`config.mk`:
```
export PLATFORM = sky130hd
export DESIGN_NAME = cdb_arbiter_flat
export DESIGN_NICKNAME = d
export VERILOG_FILES = /design/src/rtl/cdb_arbiter_if.sv /design/src/rtl/cdb_arbiter.sv /design/src/flat_wrapper.sv
export SDC_FILE = /design/constraint.sdc
export NUM_CORES = 1
export LEC_CHECK = 0
export BUFFER_PORTS_ARGS = -buffer_cell sky130_fd_sc_hd__buf_2
export CAP_MARGIN = 20
export CORE_MARGIN = 2
export CORE_UTILIZATION = 46
export DETAILED_ROUTE_END_ITERATION = 10
export GPL_ROUTABILITY_DRIVEN = 0
export PLACE_DENSITY = 0.73
export REMOVE_ABC_BUFFERS = 1
export SLEW_MARGIN = 20
export SYNTH_ARGS = -nofsm -noshare
export SYNTH_HDL_FRONTEND = slang
export SYNTH_SLANG_ARGS = --single-unit
```
`constraint.sdc`:
```
create_clock -name clock -period 4.4 [get_ports clock]
set_clock_uncertainty 0.1 [all_clocks]
set_input_delay 0.66 -clock clock [delete_from_list [all_inputs] [get_ports clock]]
set_output_delay 0.66 -clock clock [all_outputs]
set_load 0.03 [all_outputs]
```
`src/rtl/cdb_arbiter_if.sv`:
```
// Result-source/CDB bundle between functional units and cdb_arbiter.
// The squash line exists only when CDB_SQUASH_EN is defined.
interface cdb_arbiter_if #(
  parameter int NUM_FU = 4,
  parameter int TAG_W  = 5,
  parameter int XLEN   = 32
);
  logic [NUM_FU-1:0]       fu_valid;
  logic [NUM_FU*TAG_W-1:0] fu_tag;
  logic [NUM_FU*XLEN-1:0]  fu_value;
  logic [NUM_FU-1:0]       fu_ready;
  logic                    cdb_valid;
  logic [TAG_W-1:0]        cdb_reg_tag;
  logic [XLEN-1:0]         cdb_reg_value;

`ifdef CDB_SQUASH_EN
  logic                    squash;

  modport master (
    output fu_valid, fu_tag, fu_value, squash,
    input  fu_ready, cdb_valid, cdb_reg_tag, cdb_reg_value
  );

  modport slave (
    input  fu_valid, fu_tag, fu_value, squash,
    output fu_ready, cdb_valid, cdb_reg_tag, cdb_reg_value
  );
`else
  modport master (
    output fu_valid, fu_tag, fu_value,
    input  fu_ready, cdb_valid, cdb_reg_tag, cdb_reg_value
  );

  modport slave (
    input  fu_valid, fu_tag, fu_value,
    output fu_ready, cdb_valid, cdb_reg_tag, cdb_reg_value
  );
`endif
endinterface

```
`src/rtl/cdb_arbiter.sv`:
```
// Per-FU 2-deep result FIFOs arbitrated round-robin onto a registered CDB; accept at edge N -> broadcast after N+1.
// fu_ready is FIFO-not-full from state only; squash/flush logic is built only with CDB_SQUASH_EN.
module cdb_arbiter #(
  parameter int NUM_FU = 4,
  parameter int TAG_W  = 5,
  parameter int XLEN   = 32
) (
  input  logic         clock,
  input  logic         reset,
  cdb_arbiter_if.slave bus
);
  localparam int PTR_W = (NUM_FU > 1) ? $clog2(NUM_FU) : 1;

  logic [TAG_W-1:0]  tag_mem [NUM_FU][2];
  logic [XLEN-1:0]   val_mem [NUM_FU][2];
  logic [1:0]        cnt     [NUM_FU];
  logic [NUM_FU-1:0] rd_ptr;
  logic [NUM_FU-1:0] wr_ptr;
  logic [NUM_FU-1:0] full;
  logic [NUM_FU-1:0] push;
  logic [NUM_FU-1:0] pop;
  logic [PTR_W-1:0]  rr_ptr;
  logic [PTR_W-1:0]  gnt_idx;
  logic              gnt_vld;
  logic              cdb_valid_q;
  logic [TAG_W-1:0]  cdb_tag_q;
  logic [XLEN-1:0]   cdb_value_q;

  // Tag-0 results complete the handshake but never occupy a FIFO slot.
  always_comb begin
    full = '0;
    push = '0;
    for (int i = 0; i < NUM_FU; i++) begin
      full[i] = (cnt[i] == 2'd2);
      push[i] = bus.fu_valid[i] && !full[i] && (bus.fu_tag[i*TAG_W +: TAG_W] != '0);
    end
  end

  assign bus.fu_ready = ~full;

  // Scan downward so the last hit is the first non-empty FIFO at or after rr_ptr.
  always_comb begin
    gnt_vld = 1'b0;
    gnt_idx = '0;
    for (int k = NUM_FU - 1; k >= 0; k--) begin
      if (cnt[(int'(rr_ptr) + k) % NUM_FU] != 2'd0) begin
        gnt_vld = 1'b1;
        gnt_idx = PTR_W'((int'(rr_ptr) + k) % NUM_FU);
      end
    end
    pop = '0;
    if (gnt_vld) pop[gnt_idx] = 1'b1;
  end

  always_ff @(posedge clock) begin
    if (reset) begin
      rd_ptr      <= '0;
      wr_ptr      <= '0;
      rr_ptr      <= '0;
      for (int i = 0; i < NUM_FU; i++) cnt[i] <= 2'd0;
      cdb_valid_q <= 1'b0;
      cdb_tag_q   <= '0;
      cdb_value_q <= '0;
    end
`ifdef CDB_SQUASH_EN
    else if (bus.squash) begin
      rd_ptr      <= '0;
      wr_ptr      <= '0;
      for (int i = 0; i < NUM_FU; i++) cnt[i] <= 2'd0;
      cdb_valid_q <= 1'b0;
      cdb_tag_q   <= '0;
      cdb_value_q <= '0;
    end
`endif
    else begin
      for (int i = 0; i < NUM_FU; i++) begin
        if (push[i]) begin
          tag_mem[i][wr_ptr[i]] <= bus.fu_tag[i*TAG_W +: TAG_W];
          val_mem[i][wr_ptr[i]] <= bus.fu_value[i*XLEN +: XLEN];
          wr_ptr[i]             <= ~wr_ptr[i];
        end
        if (pop[i]) rd_ptr[i] <= ~rd_ptr[i];
        case ({push[i], pop[i]})
          2'b10:   cnt[i] <= cnt[i] + 2'd1;
          2'b01:   cnt[i] <= cnt[i] - 2'd1;
          default: cnt[i] <= cnt[i];
        endcase
      end

      if (gnt_vld) begin
        cdb_valid_q <= 1'b1;
        cdb_tag_q   <= tag_mem[gnt_idx][rd_ptr[gnt_idx]];
        cdb_value_q <= val_mem[gnt_idx][rd_ptr[gnt_idx]];
        rr_ptr      <= (int'(gnt_idx) == NUM_FU - 1) ? '0 : gnt_idx + 1'b1;
      end else begin
        cdb_valid_q <= 1'b0;
        cdb_tag_q   <= '0;
        cdb_value_q <= '0;
      end
    end
  end

  assign bus.cdb_valid     = cdb_valid_q;
  assign bus.cdb_reg_tag   = cdb_tag_q;
  assign bus.cdb_reg_value = cdb_value_q;
endmodule

```
`src/flat_wrapper.sv`:
```
// flat-port wrapper written by rule: the top's interface ports become plain ports
module cdb_arbiter_flat 
#(
  parameter int NUM_FU = 4,
  parameter int TAG_W  = 5,
  parameter int XLEN   = 32
)
  (clock, reset, bus_fu_valid, bus_fu_tag, bus_fu_value, bus_fu_ready, bus_cdb_valid, bus_cdb_reg_tag, bus_cdb_reg_value);
  cdb_arbiter_if #(.NUM_FU(NUM_FU), .TAG_W(TAG_W), .XLEN(XLEN)) bus_i ();
  input  logic clock;
  input  logic reset;
  input wire logic [$bits(bus_i.fu_valid)-1:0] bus_fu_valid;
  input wire logic [$bits(bus_i.fu_tag)-1:0] bus_fu_tag;
  input wire logic [$bits(bus_i.fu_value)-1:0] bus_fu_value;
  output wire logic [$bits(bus_i.fu_ready)-1:0] bus_fu_ready;
  output wire logic [$bits(bus_i.cdb_valid)-1:0] bus_cdb_valid;
  output wire logic [$bits(bus_i.cdb_reg_tag)-1:0] bus_cdb_reg_tag;
  output wire logic [$bits(bus_i.cdb_reg_value)-1:0] bus_cdb_reg_value;
  assign bus_i.fu_valid = bus_fu_valid;
  assign bus_i.fu_tag = bus_fu_tag;
  assign bus_i.fu_value = bus_fu_value;
  assign bus_fu_ready = bus_i.fu_ready;
  assign bus_cdb_valid = bus_i.cdb_valid;
  assign bus_cdb_reg_tag = bus_i.cdb_reg_tag;
  assign bus_cdb_reg_value = bus_i.cdb_reg_value;
  cdb_arbiter #(.NUM_FU(NUM_FU), .TAG_W(TAG_W), .XLEN(XLEN)) u_core (.clock(clock), .reset(reset), .bus(bus_i));
endmodule
```
* Word level (Yosys, flattened, before mapping)
Memories as Yosys holds them, arrays and structs flattened. A register that Yosys moved wholly into a read port is not among the register bits.
Cells that the tools add are included.
** Storage, ports and cells
- Flip-flop bits (word level) :: 48
- Latch bits :: 0
- Bits in writable memories :: 304
- Bits in read-only memories :: 0
- Input bits :: 154
- Output and inout port bits :: 42
- Word-level logic and storage cells :: 213
- Memories kept :: 3
** Cells by class
- $add $sub $neg :: 12
- $mul :: 0
- Div/mod/pow operators :: 0
- $lt $le $gt $ge :: 11
- Equal/unequal tests :: 13
- Shift operators :: 0
- Mux-type cells :: 105
- Bitwise operators :: 27
- Reduce and logical (&&, ||, !) cells :: 30
** Memory list
- u_core.val_mem :: words 4, width 64, read ports 1, clocked after memory_dff 0, wr ports 4, line cdb_arbiter.sv:15 : logic [XLEN-1:0] val_mem [NUM_FU][2];
- u_core.tag_mem :: words 4, width 10, read ports 1, clocked after memory_dff 0, wr ports 4, line cdb_arbiter.sv:14 : logic [TAG_W-1:0] tag_mem [NUM_FU][2];
- u_core.cnt :: words 4, width 2, read ports 8, clocked after memory_dff 1, wr ports 4, line cdb_arbiter.sv:16 : logic [1:0] cnt [NUM_FU];
** Operator list (number)
- $mux 64 :: 4
- $mux 32 :: 7
- $demux 32 s1 :: 4
- $mux 1 :: 53
- $mux 10 :: 4
- $mux 2 :: 19
- $mux 5 :: 7
- $demux 5 s1 :: 4
- $reduce_bool 5->1 :: 4
- $eq 2x2->1 const B :: 8
- $logic_and 1x1->1 :: 13
- $add 2x1->2 const B :: 6
- $or 1x1->1 :: 12
- $eq 2x1->1 const B :: 5
- $ge 2x2->1 const B :: 5
- $not 1->2 :: 5
- $reduce_or 2->1 :: 5
- $not 1->1 :: 9
- $lt 2x1->1 const B :: 4
- $reduce_bool 2->1 :: 4
- $sub 2x1->2 const B :: 4
- $add 2x2->2 const B :: 2
- $logic_not 1->1 :: 4
- $mux 4 :: 1
- 5 further kinds :: 5

* Depth between registers and ports, before layout
Gate-level depths: netlist of the first run.
An unclocked memory read counts as a cell.
- Depth in word-level cells :: 19
- Depth in mapped cells :: 13

* Worst setup path after synthesis of the first run
Ideal clock, no wire load.
- Path kind :: register -> register
- Start :: memory u_core.cnt[3][0]
- End :: memory u_core.tag_mem[3][0] (netlist bit), enable pin
- Arrival :: 3.890 ns
- Required time :: 3.815 ns
- Path slack :: -0.075 ns
- Stages on the path, launching flop included :: 6
- Buffers on the path :: 0
- Period minus slack after synthesis :: 4.475 ns
- Cell sequence :: edfxtp_1 inv_1 ha_1 inv_1 o211ai_1 nor3b_1
** RTL lines (line)
- from (decl) :: cdb_arbiter.sv:16
- to (decl) :: cdb_arbiter.sv:14

==> results of run 1 <==
==> Yosys cell counts (8+ instances only) <==
library cell / instances / area (µm²)
o221ai_1: 36 / 315
a21oi_1: 8 / 40.0
nor3_1: 17 / 85.1
nor2_1: 26 / 97.6
nor2b_1: 36 / 225
dfxtp_1: 50 / 1000
o211ai_1: 8 / 60.1
clkbuf_1: 20 / 75.1
a211oi_1: 37 / 278
edfxtp_1: 304 / 9130
nand2_1: 14 / 52.6
buf_2: 10 / 50.1
inv_1: 9 / 33.8
a211o_1: 37 / 324
ha_1: 9 / 113
nand3_1: 8 / 40.0
mux2i_1: 109 / 1090
==> cells in the final DEF, fill, tap and decap left out, drive strengths merged, types with 6 or more instances in the layout <==
cell,n
nor2b,36
nand2,17
dfxtp,50
inv,12
mux2i,109
edfxtp,304
a211oi,37
ha,9
o211ai,8
xnor2,6
clkinv,7
a211o,37
nor3,17
nor2,29
buf,211
clkbuf,56
nand3,8
o221ai,36
a21oi,8
==> routing by layer <==
metal	global-route usage [%]	wire length, µm	up-vias
met1	26.2	13300	3953
met4	6.85	827	0
met3	2.99	1820	47
met2	34.1	15400	296
met5	0	0	-
li1	-	-	3667
==> state kept, by name, summed over array words and instances, names as in the netlist, named ones only <==
| signal | count |
|---|---|
| u_core.bus.cdb_reg_tag | 5 |
| u_core.bus.cdb_reg_value | 32 |
| u_core.bus.cdb_valid | 1 |
| u_core.cnt | 8 |
| u_core.rd_ptr | 4 |
| u_core.rr_ptr | 2 |
| u_core.tag_mem | 40 |
| u_core.val_mem | 256 |
| u_core.wr_ptr | 4 |
==> cell type report <==
cell class	instances	area (µm²)	area share, %
Antenna cell	5	12.5	0.0769
Clock buffer	56	1090	6.69
Clock inverter	12	90.1	0.553
Inverter	11	41.3	0.254
Multi-Input combinational cell	408	3330	20.4
Sequential cell	354	10100	62.2
Tap cell	390	488	3.00
Timing Repair Buffer	211	1100	6.73
==> cell families after synthesis <==
group                    share of synthesized area, %
XOR/XNOR                                        0.706
AO/OA/AOI/OAI                                    8.66
flip-flops                                       74.2
multiplexers                                     8.24
AND/OR/NAND/NOR                                  5.23
adder cells (fa/ha/maj)                         0.825
buffers and inverters                            2.13
==> power by group through the flow <==
stage	combinational, mW	sequential (mW)	clock [mW]
3_3_place_gp	4.39	4.53	0
6_report	4.50	4.49	3.01
4_1_cts	4.55	4.49	3.06
5_1_grt	4.90	4.54	3.18
2_1_floorplan	2.76	4.75	0
3_5_place_dp	4.51	4.55	0
==> worst max-delay path, cell delays in order, from the launching register on <==
cell      delay, ns
edfxtp_1       0.46
nor2_1         0.32
mux4_2         0.52
o311ai_2       0.20
a32oi_4        0.37
mux2i_4        0.30
buf_4          0.68
mux2i_1        0.32
o221ai_1       0.14
==> worst max-delay path by stage <==
stage / end / cells past startpoint / slack, ns / from
after floorplan: u_core.bus.cdb_reg_tag[0] / 7 / -4.84 / u_core.cnt[0][0]
after global placement: u_core.bus.cdb_reg_value[8] / 8 / 1.03 / u_core.cnt[0][0]
after detailed placement: u_core.bus.cdb_reg_value[4] / 8 / 0.84 / u_core.cnt[0][0]
after CTS: u_core.bus.cdb_reg_tag[0] / 8 / 0.79 / u_core.cnt[0][0]
after global routing: u_core.bus.cdb_reg_tag[4] / 8 / 0.61 / u_core.cnt[0][0]
final: u_core.bus.cdb_reg_tag[0] / 8 / 0.80 / u_core.cnt[0][0]
==> per-stage QoR <==
| step | instance area (µm²) | hold slack [ns] |
|---|---|---|
| after floorplan | 13400 | 0.394 |
| after global placement | 15100 | 0.413 |
| after detailed placement | 15100 | 0.436 |
| after CTS | 16300 | 0.204 |
| after global routing | 16300 | 0.207 |
| final | 16300 | 0.227 |
==> flow_summary.yaml, run 1 <==
drt:
  wl_per_cell_um: 21.6
  avgViaCountPerCell: 5.50
  dr_total_vias: 7963
  first_pass_iters: 5
  wl_mm: 31.3
  drt_iter0_drc: 534
  drc_errors: 0
  ant_nets: 0
setup_path:
  cp-start-kind: "register"
  cp-end-kind: "register"
  path_class: "reg -> reg"
  regToRegStartpoint: "u_core.cnt[0][0]"
  ff2ff_setup_slack_ns: 0.80
  cp_data_arrival_time_ns: 3.83
  worst-r2r-cell-count: 8
  cp.required_ns: 4.64
  r2r_end: "u_core.bus.cdb_reg_tag[0]"
  crit_fanout: 46
die:
  pin_count: 196
  core-area_mm2: 0.0294
  design.die.area_mm2: 0.0311
  die_w_um: 176
  die_h_um: 176
  row_count: 63
  start_util_pct: 46.4
place:
  port_buffers: 195
  post-place-ws_ns: 0.844
  dp.final_hpwl_mm: 19.6
  place_inst: 1374
timing:
  max_freq_mhz: 278
  fin_crit_sh_pct: 81.7
  rsz0062_at_grt: "no"
  fin_setup_tns_ns: 0
  period_needed_ns: 3.60
  finalSetupViolations: 0
  slew_viol_final: 0
  finalHoldViolCount: 0
  setup_slack_ns: 0.804
  tightest_slew_ns: 1.05
  relSlewSlack_pct: 29.9
power:
  sequentialPowerShare_pct: 37.4
  pwr-share-comb_pct: 37.5
  clock_power_share_pct: 25.1
  leakage_nw: 6.17
  p_int_mw: 7.69
  vdd_drop_max_mv: 0.763
  power_density_mw_per_mm2: 737
  power.switching_mw: 4.31
  power_switching_share_pct: 35.9
  p_total_mw: 12.0
cts:
  cts_buffer_depth: 3
  cts_resized: 0
  postCtsSetupBuffers: 0
  cts_root_buf: "clkbuf_16"
  htreeDepth: 2
  cts_buffers: 37
  tritoncts: "yes"
  clk-insertion-delay-late_ns: 0.52
  cts_hold_buf: 0
  cts.clk_slew.worst_paths_ns: 0.06
  cts_sinks: 354
synthesis:
  ys_warn_count: 0
  ys_async_sr_fraction_pct: 0
  ys.flop_type: "edfxtp_1"
  syn_area_mm2: 0.0137
  synth_edf_count: 304
  ys_seq_elements: 354
  synthCells: 816
  ys_seq_area_share_pct: 74.2
  avgSynthCellArea_um2: 16.7
  synth_cell_types: 51
finish:
  finalNonFillerCells: 1447
  fillCellCount: 2315
  drive_above_1_share_pct: 27.5
  synthToLayoutAreaGrowth_pct: 19.3
  final_util_pct: 55.4
  nets: 1186
flow_run:
  maxCapViolCount: 0
outcome:
  status: "finished clean"
worst_hold_path:
  min_path_type: "in -> reg"
  worstHoldEndpoint: "u_core.val_mem[2][17]"
  whs_path_depth: 1
  worstHoldStart: "bus_fu_value[81]"
global_route:
  grt_max_degree: 76
  grt_use_total_pct: 20.0
  grt_pass1_vias: 8134
  overflow: 0
  grt_pass1_wl_mm: 46.4
  grt_antenna_before_repair: 4
Note: power is estimated with default switching activity, not from simulation.
==> inputs of run 2 (changes only) <==
- PLACE_DENSITY: 0.73 -> 0.7
- clock period: 4.4 -> 3.58 ns (I/O delays scaled with it)
==> run 2 against run 1 <==
Net effect:
- first-iteration DRC count is 11% lower
- register-to-register slack worse by 0.47 ns
- final area rose by 1.1%
- combinational power grew 27%
- hold slack got worse by 0.11 ns
- fmax grew 11%
- core utilization grew 0.63 points
- total power increased by 26%
- count of clock-buffer cells in the layout fell by 4
- die area is the same
- sequential power up 22%
- critical path type unchanged
==> flow_summary.yaml, run 2 (synthesized netlist as in run 1, its figures left out) <==
cts:
  cts.clk_slew.worst_paths_ns: 0.06
  htreeDepth: 2
  cts_buffer_depth: 3
  clk-insertion-delay-late_ns: 0.51
  cts_root_buf: "clkbuf_16"
  cts_sinks: 354
  cts_resized: 0
  tritoncts: "yes"
  cts_hold_buf: 0
  cts_buffers: 37
  postCtsSetupBuffers: 0
timing:
  period_needed_ns: 3.24
  finalSetupViolations: 0
  relSlewSlack_pct: 60.5
  rsz0062_at_grt: "no"
  setup_slack_ns: 0.338
  fin_crit_sh_pct: 90.6
  tightest_slew_ns: 0.593
  finalHoldViolCount: 0
  max_freq_mhz: 308
  slew_viol_final: 0
power:
  power_switching_share_pct: 35.1
  vdd_drop_max_mv: 0.552
  power_density_mw_per_mm2: 916
  power.switching_mw: 5.29
  p_int_mw: 9.79
  sequentialPowerShare_pct: 36.2
  pwr-share-comb_pct: 38.0
  leakage_nw: 6.29
  clock_power_share_pct: 25.8
finish:
  final_common_cell: "edfxtp_1"
  largest_reg_flops: 256
  mostFrequentLayoutCells: "edfxtp_1 (304), buf_2 (195), mux2i_1 (108), dfxtp_1 (49), clkbuf_16 (39)"
  synthToLayoutAreaGrowth_pct: 20.6
  nets: 1200
  drive_above_1_share_pct: 28.7
  finalNonFillerCells: 1464
setup_path:
  cp_top_family: "multiplexers"
  critPathBufInv: 1
  cp-end-kind: "register"
  critPathMaxStageDelay_ns: 0.50
  path_class: "reg -> reg"
  cp-start-kind: "register"
  crit_fanout: 46
  cp_cell_sequence: "nor2_1, mux4_2, o311ai_2, a32oi_4, mux2i_4, buf_12, mux2i_1, o221ai_1"
  cp_slowest_cell: "mux4_2"
  cp.required_ns: 3.85
  cp_data_arrival_time_ns: 3.51
worst_hold_path:
  min_path_type: "in -> reg"
drt:
  wl_mm: 31.3
  drt_iter0_drc: 473
  wl_per_cell_um: 21.4
  dr_total_vias: 7973
  first_pass_iters: 5
  ant_nets: 0
  avgViaCountPerCell: 5.45
  drc_errors: 0
global_route:
  grt_pass1_wl_mm: 46.1
  overflow: 0
  grt_pass1_vias: 7979
  grt_antenna_before_repair: 7
  grt_use_total_pct: 19.9
  grt_max_degree: 47
die:
  die_w_um: 176
  die_h_um: 176
  pin_count: 196
  core-area_mm2: 0.0294
  design.die.area_mm2: 0.0311
  start_util_pct: 46.4
  row_count: 63
place:
  place_inst: 1388
  dp.final_hpwl_mm: 20.7
  post-place-ws_ns: 0.360
  port_buffers: 195
flow_run:
  maxCapViolCount: 0
outcome:
  status: "finished clean"
run 2: changes by cell type in the layout (fill, tap and decap cells not counted), moves of 3 or more:
cell,before,now
clkinv_2,2,6
clkinv_1,5,2
clkinvlp_4,3,0
buf_4,16,28
diode_2,5,9
clkbuf_8,5,2
bufinv_16,1,5
run 2: worst register-to-register path: cells and delay by family (launching register included):
kind	cells	cell delay (ns)
AOI/OAI and AO/OA	3	0.70
buffers and inverters	1	0.32
DFF	1	0.44
muxes	3	1.22
and+or+nand+nor	1	0.32
run 2: area by class of cell:
type	instances	area, µm²
Fill cell	2328	12900
Sequential cell	354	10100
Multi-Input combinational cell	408	3300
Timing Repair Buffer	225	1230
Clock buffer	52	1040
Tap cell	390	488
Clock inverter	15	205
Inverter	11	41.3
Antenna cell	9	22.5
run 2: metal layers:
metal	part of all wire [%]	global-route usage [%]	routed length, µm
met1	41	25.0	12900
met3	6.4	4.31	2000
met2	50	34.1	15700
met4	2.3	6.89	725
met5	0.077	0	24
run 2: worst paths after layout:
check / slack, ns / cells after the start / end / start
worst min-delay path: 0.12 / 1 / u_core.val_mem[3][27] / bus_fu_value[123]
worst min register to register: 0.45 / 2 / u_core.bus.cdb_reg_value[1] / u_core.val_mem[3][33]
worst max-delay path: 0.34 / 8 / u_core.bus.cdb_reg_value[2] / u_core.cnt[0][0]
worst max register to register: 0.34 / 8 / u_core.bus.cdb_reg_value[2] / u_core.cnt[0][0]
run 2: power by group through the flow:
stage,clock network (mW),logic (mW),registers (mW)
global route,4.13,6.21,5.51
detailed placement,0,5.76,5.53
global placement,0,5.62,5.52
floorplan,0,3.27,5.84
CTS,3.97,5.79,5.45
finish,3.89,5.73,5.46
run 2: per-stage QoR:
step	util [%]	power, mW	cell area [µm²]	TNS (ns)	hold slack (ns)
finish	56.0	15.1	16500	0	0.116
global route	55.9	15.9	16400	0	0.0896
CTS	55.9	15.2	16400	0	0.0905
detailed placement	51.7	11.3	15200	0	0.441
global placement	51.7	11.1	15200	0	0.424
floorplan	-	9.11	13400	-416.96	0.394
==> inputs of run 3 (changes only) <==
- ABC_AREA: unset -> 1
==> run 3 against run 2 <==
Net effect:
- global-route usage increased by 2.7 points
- final area up 7.4%
- worst setup slack got worse by 0.021 ns
- via count grew 37%
- count of clock-buffer cells in the layout down 6
- non-clock buffer count shrank 2
- routed wire length increased by 23%
- sequential share of layout area fell by 4.3 points
- synthesized cell count is 83% higher
- largest cell class unchanged
- highest routed layer unchanged
==> flow_summary.yaml, run 3 <==
outcome:
  status: "finished clean"
global_route:
  grt_pass1_vias: 10513
  grt_pass1_wl_mm: 57.6
  overflow: 0
  grt_use_total_pct: 22.6
  grt_antenna_before_repair: 8
  grt_max_degree: 75
synthesis:
  synth_edf_count: 304
  synth.top_cell.area_share_pct: 61.4
  ys_async_sr_fraction_pct: 0
  ys_warn_count: 0
  synth_cell_types: 30
  syn_area_mm2: 0.0149
  synth_top_cell_by_area: "edfxtp_1"
  ys_top_cells_by_area: "edfxtp_1 (61%), nand2_1 (19%), dfxtp_1 (6.7%)"
  synthCells: 1492
  ys_seq_elements: 354
  synth_top_cells_by_count: "nand2_1 (734), edfxtp_1 (304), nor2_1 (109)"
  post-synth-top-count-cell: "nand2_1"
  ys.flop_type: "edfxtp_1"
  ys_seq_area_share_pct: 68.1
  avgSynthCellArea_um2: 9.97
drt:
  wl_mm: 38.4
  ant_nets: 0
  wl_per_cell_um: 18.1
  avgViaCountPerCell: 5.15
  dr_total_vias: 10938
  drc_errors: 0
  drt_iter0_drc: 928
  first_pass_iters: 5
timing:
  fin_setup_tns_ns: 0
  setup_slack_ns: 0.317
  rsz0062_at_grt: "no"
  finalSetupViolations: 0
  finalHoldViolCount: 0
  tightest_slew_ns: 0.749
  slew_viol_final: 0
  whs_ns: 0.0965
  max_freq_mhz: 306
  relSlewSlack_pct: 50.0
  period_needed_ns: 3.26
  fin_crit_sh_pct: 91.2
cts:
  cts_buffers: 39
  cts_hold_buf: 0
  cts_buffer_depth: 3
  cts.clk_slew.worst_paths_ns: 0.06
  cts_sinks: 354
  htreeDepth: 2
  tritoncts: "yes"
  postCtsSetupBuffers: 0
  cts_root_buf: "clkbuf_16"
  cts_resized: 0
  clk-insertion-delay-late_ns: 0.53
worst_hold_path:
  min_path_type: "in -> reg"
setup_path:
  cp-end-kind: "register"
  crit_fanout: 31
  cp-start-kind: "register"
  cp_cell_sequence: "inv_4, nand2_4, nand2_4, nand2_1, nand3_1, nand2_1, nand2_4, nand2_8, nand2_1, ha_1, o31ai_1, o21ai_0"
  cp_data_arrival_time_ns: 3.38
  critPathBufInv: 1
  cp_top_family: "simple AND/OR/NAND/NOR gates"
  cp.required_ns: 3.70
  path_class: "reg -> reg"
  critPathMaxStageDelay_ns: 0.65
  cp_slowest_cell: "dfxtp_1"
finish:
  final_util_pct: 55.8
  mostFrequentLayoutCells: "nand2_1 (732), edfxtp_1 (304), buf_2 (195), nor2_1 (103), nand3_1 (86)"
  nets: 1845
  synthToLayoutAreaGrowth_pct: 18.9
  fillCellCount: 2672
  final_common_cell: "nand2_1"
  largest_reg_flops: 256
  drive_above_1_share_pct: 18.9
die:
  die_w_um: 184
  design.die.area_mm2: 0.0338
  pin_count: 196
  row_count: 65
  die_h_um: 184
  core-area_mm2: 0.0317
  start_util_pct: 46.9
place:
  dp.final_hpwl_mm: 23.5
  port_buffers: 195
  post-place-ws_ns: 0.370
flow_run:
  maxCapViolCount: 0
run 3: kinds of logic after synthesis:
logic type,share of synthesized area (%)
compound gates,1.20
flops,68.1
fa+ha+maj,0.757
simple gates,25.1
buf+inv,4.74
xor+xnor,0.0589
run 3: layout make-up:
type                       instances  area, µm²  share of cell area (%)
multi-input combinational        992       4150                    23.5
antenna                            8       20.0                   0.113
tap                              402        503                    2.84
inverter                          72        277                    1.56
timing repair buffer             223       1230                    6.94
sequential                       354      10100                    57.3
clock inverter                    25        344                    1.95
clock buffer                      46       1030                    5.84
run 3: per-stage QoR:
| step | area [µm²] | cells |
|---|---|---|
| 3_5_place_dp | 16300 | 2043 |
| 5_1_grt | 17700 | 2119 |
| 2_1_floorplan | 14400 | 1418 |
| 6_report | 17700 | 2122 |
| 4_1_cts | 17700 | 2114 |
| 3_3_place_gp | 16300 | 2043 |
run 3: routing by layer:
metal / vias to the layer above / part of all wire (%) / wire length [µm] / GRT usage, %
li1: 5224 / - / - / -
met1: 5168 / 43 / 16500 / 30.9
met2: 477 / 46 / 17800 / 36.0
met3: 67 / 8.4 / 3220 / 4.38
met4: 2 / 2.1 / 818 / 8.13
met5: - / 0.034 / 13 / 0
run 3: worst paths after layout:
| kind | to | slack (ns) | depth (start not counted) | from |
|---|---|---|---|---|
| worst min register to register | u_core.wr_ptr[2] | 0.36 | 2 | u_core.wr_ptr[2] |
| worst max-delay path | u_core.cnt[1][0] | 0.32 | 12 | u_core.rr_ptr[0] |
| worst max register to register | u_core.cnt[1][0] | 0.32 | 12 | u_core.rr_ptr[0] |
| worst min-delay path | u_core.val_mem[3][23] | 0.1 | 1 | bus_fu_value[119] |
Power of run 3 is not shown: default switching activity piles up to over one toggle a cycle in this logic, so the estimate is an artifact.
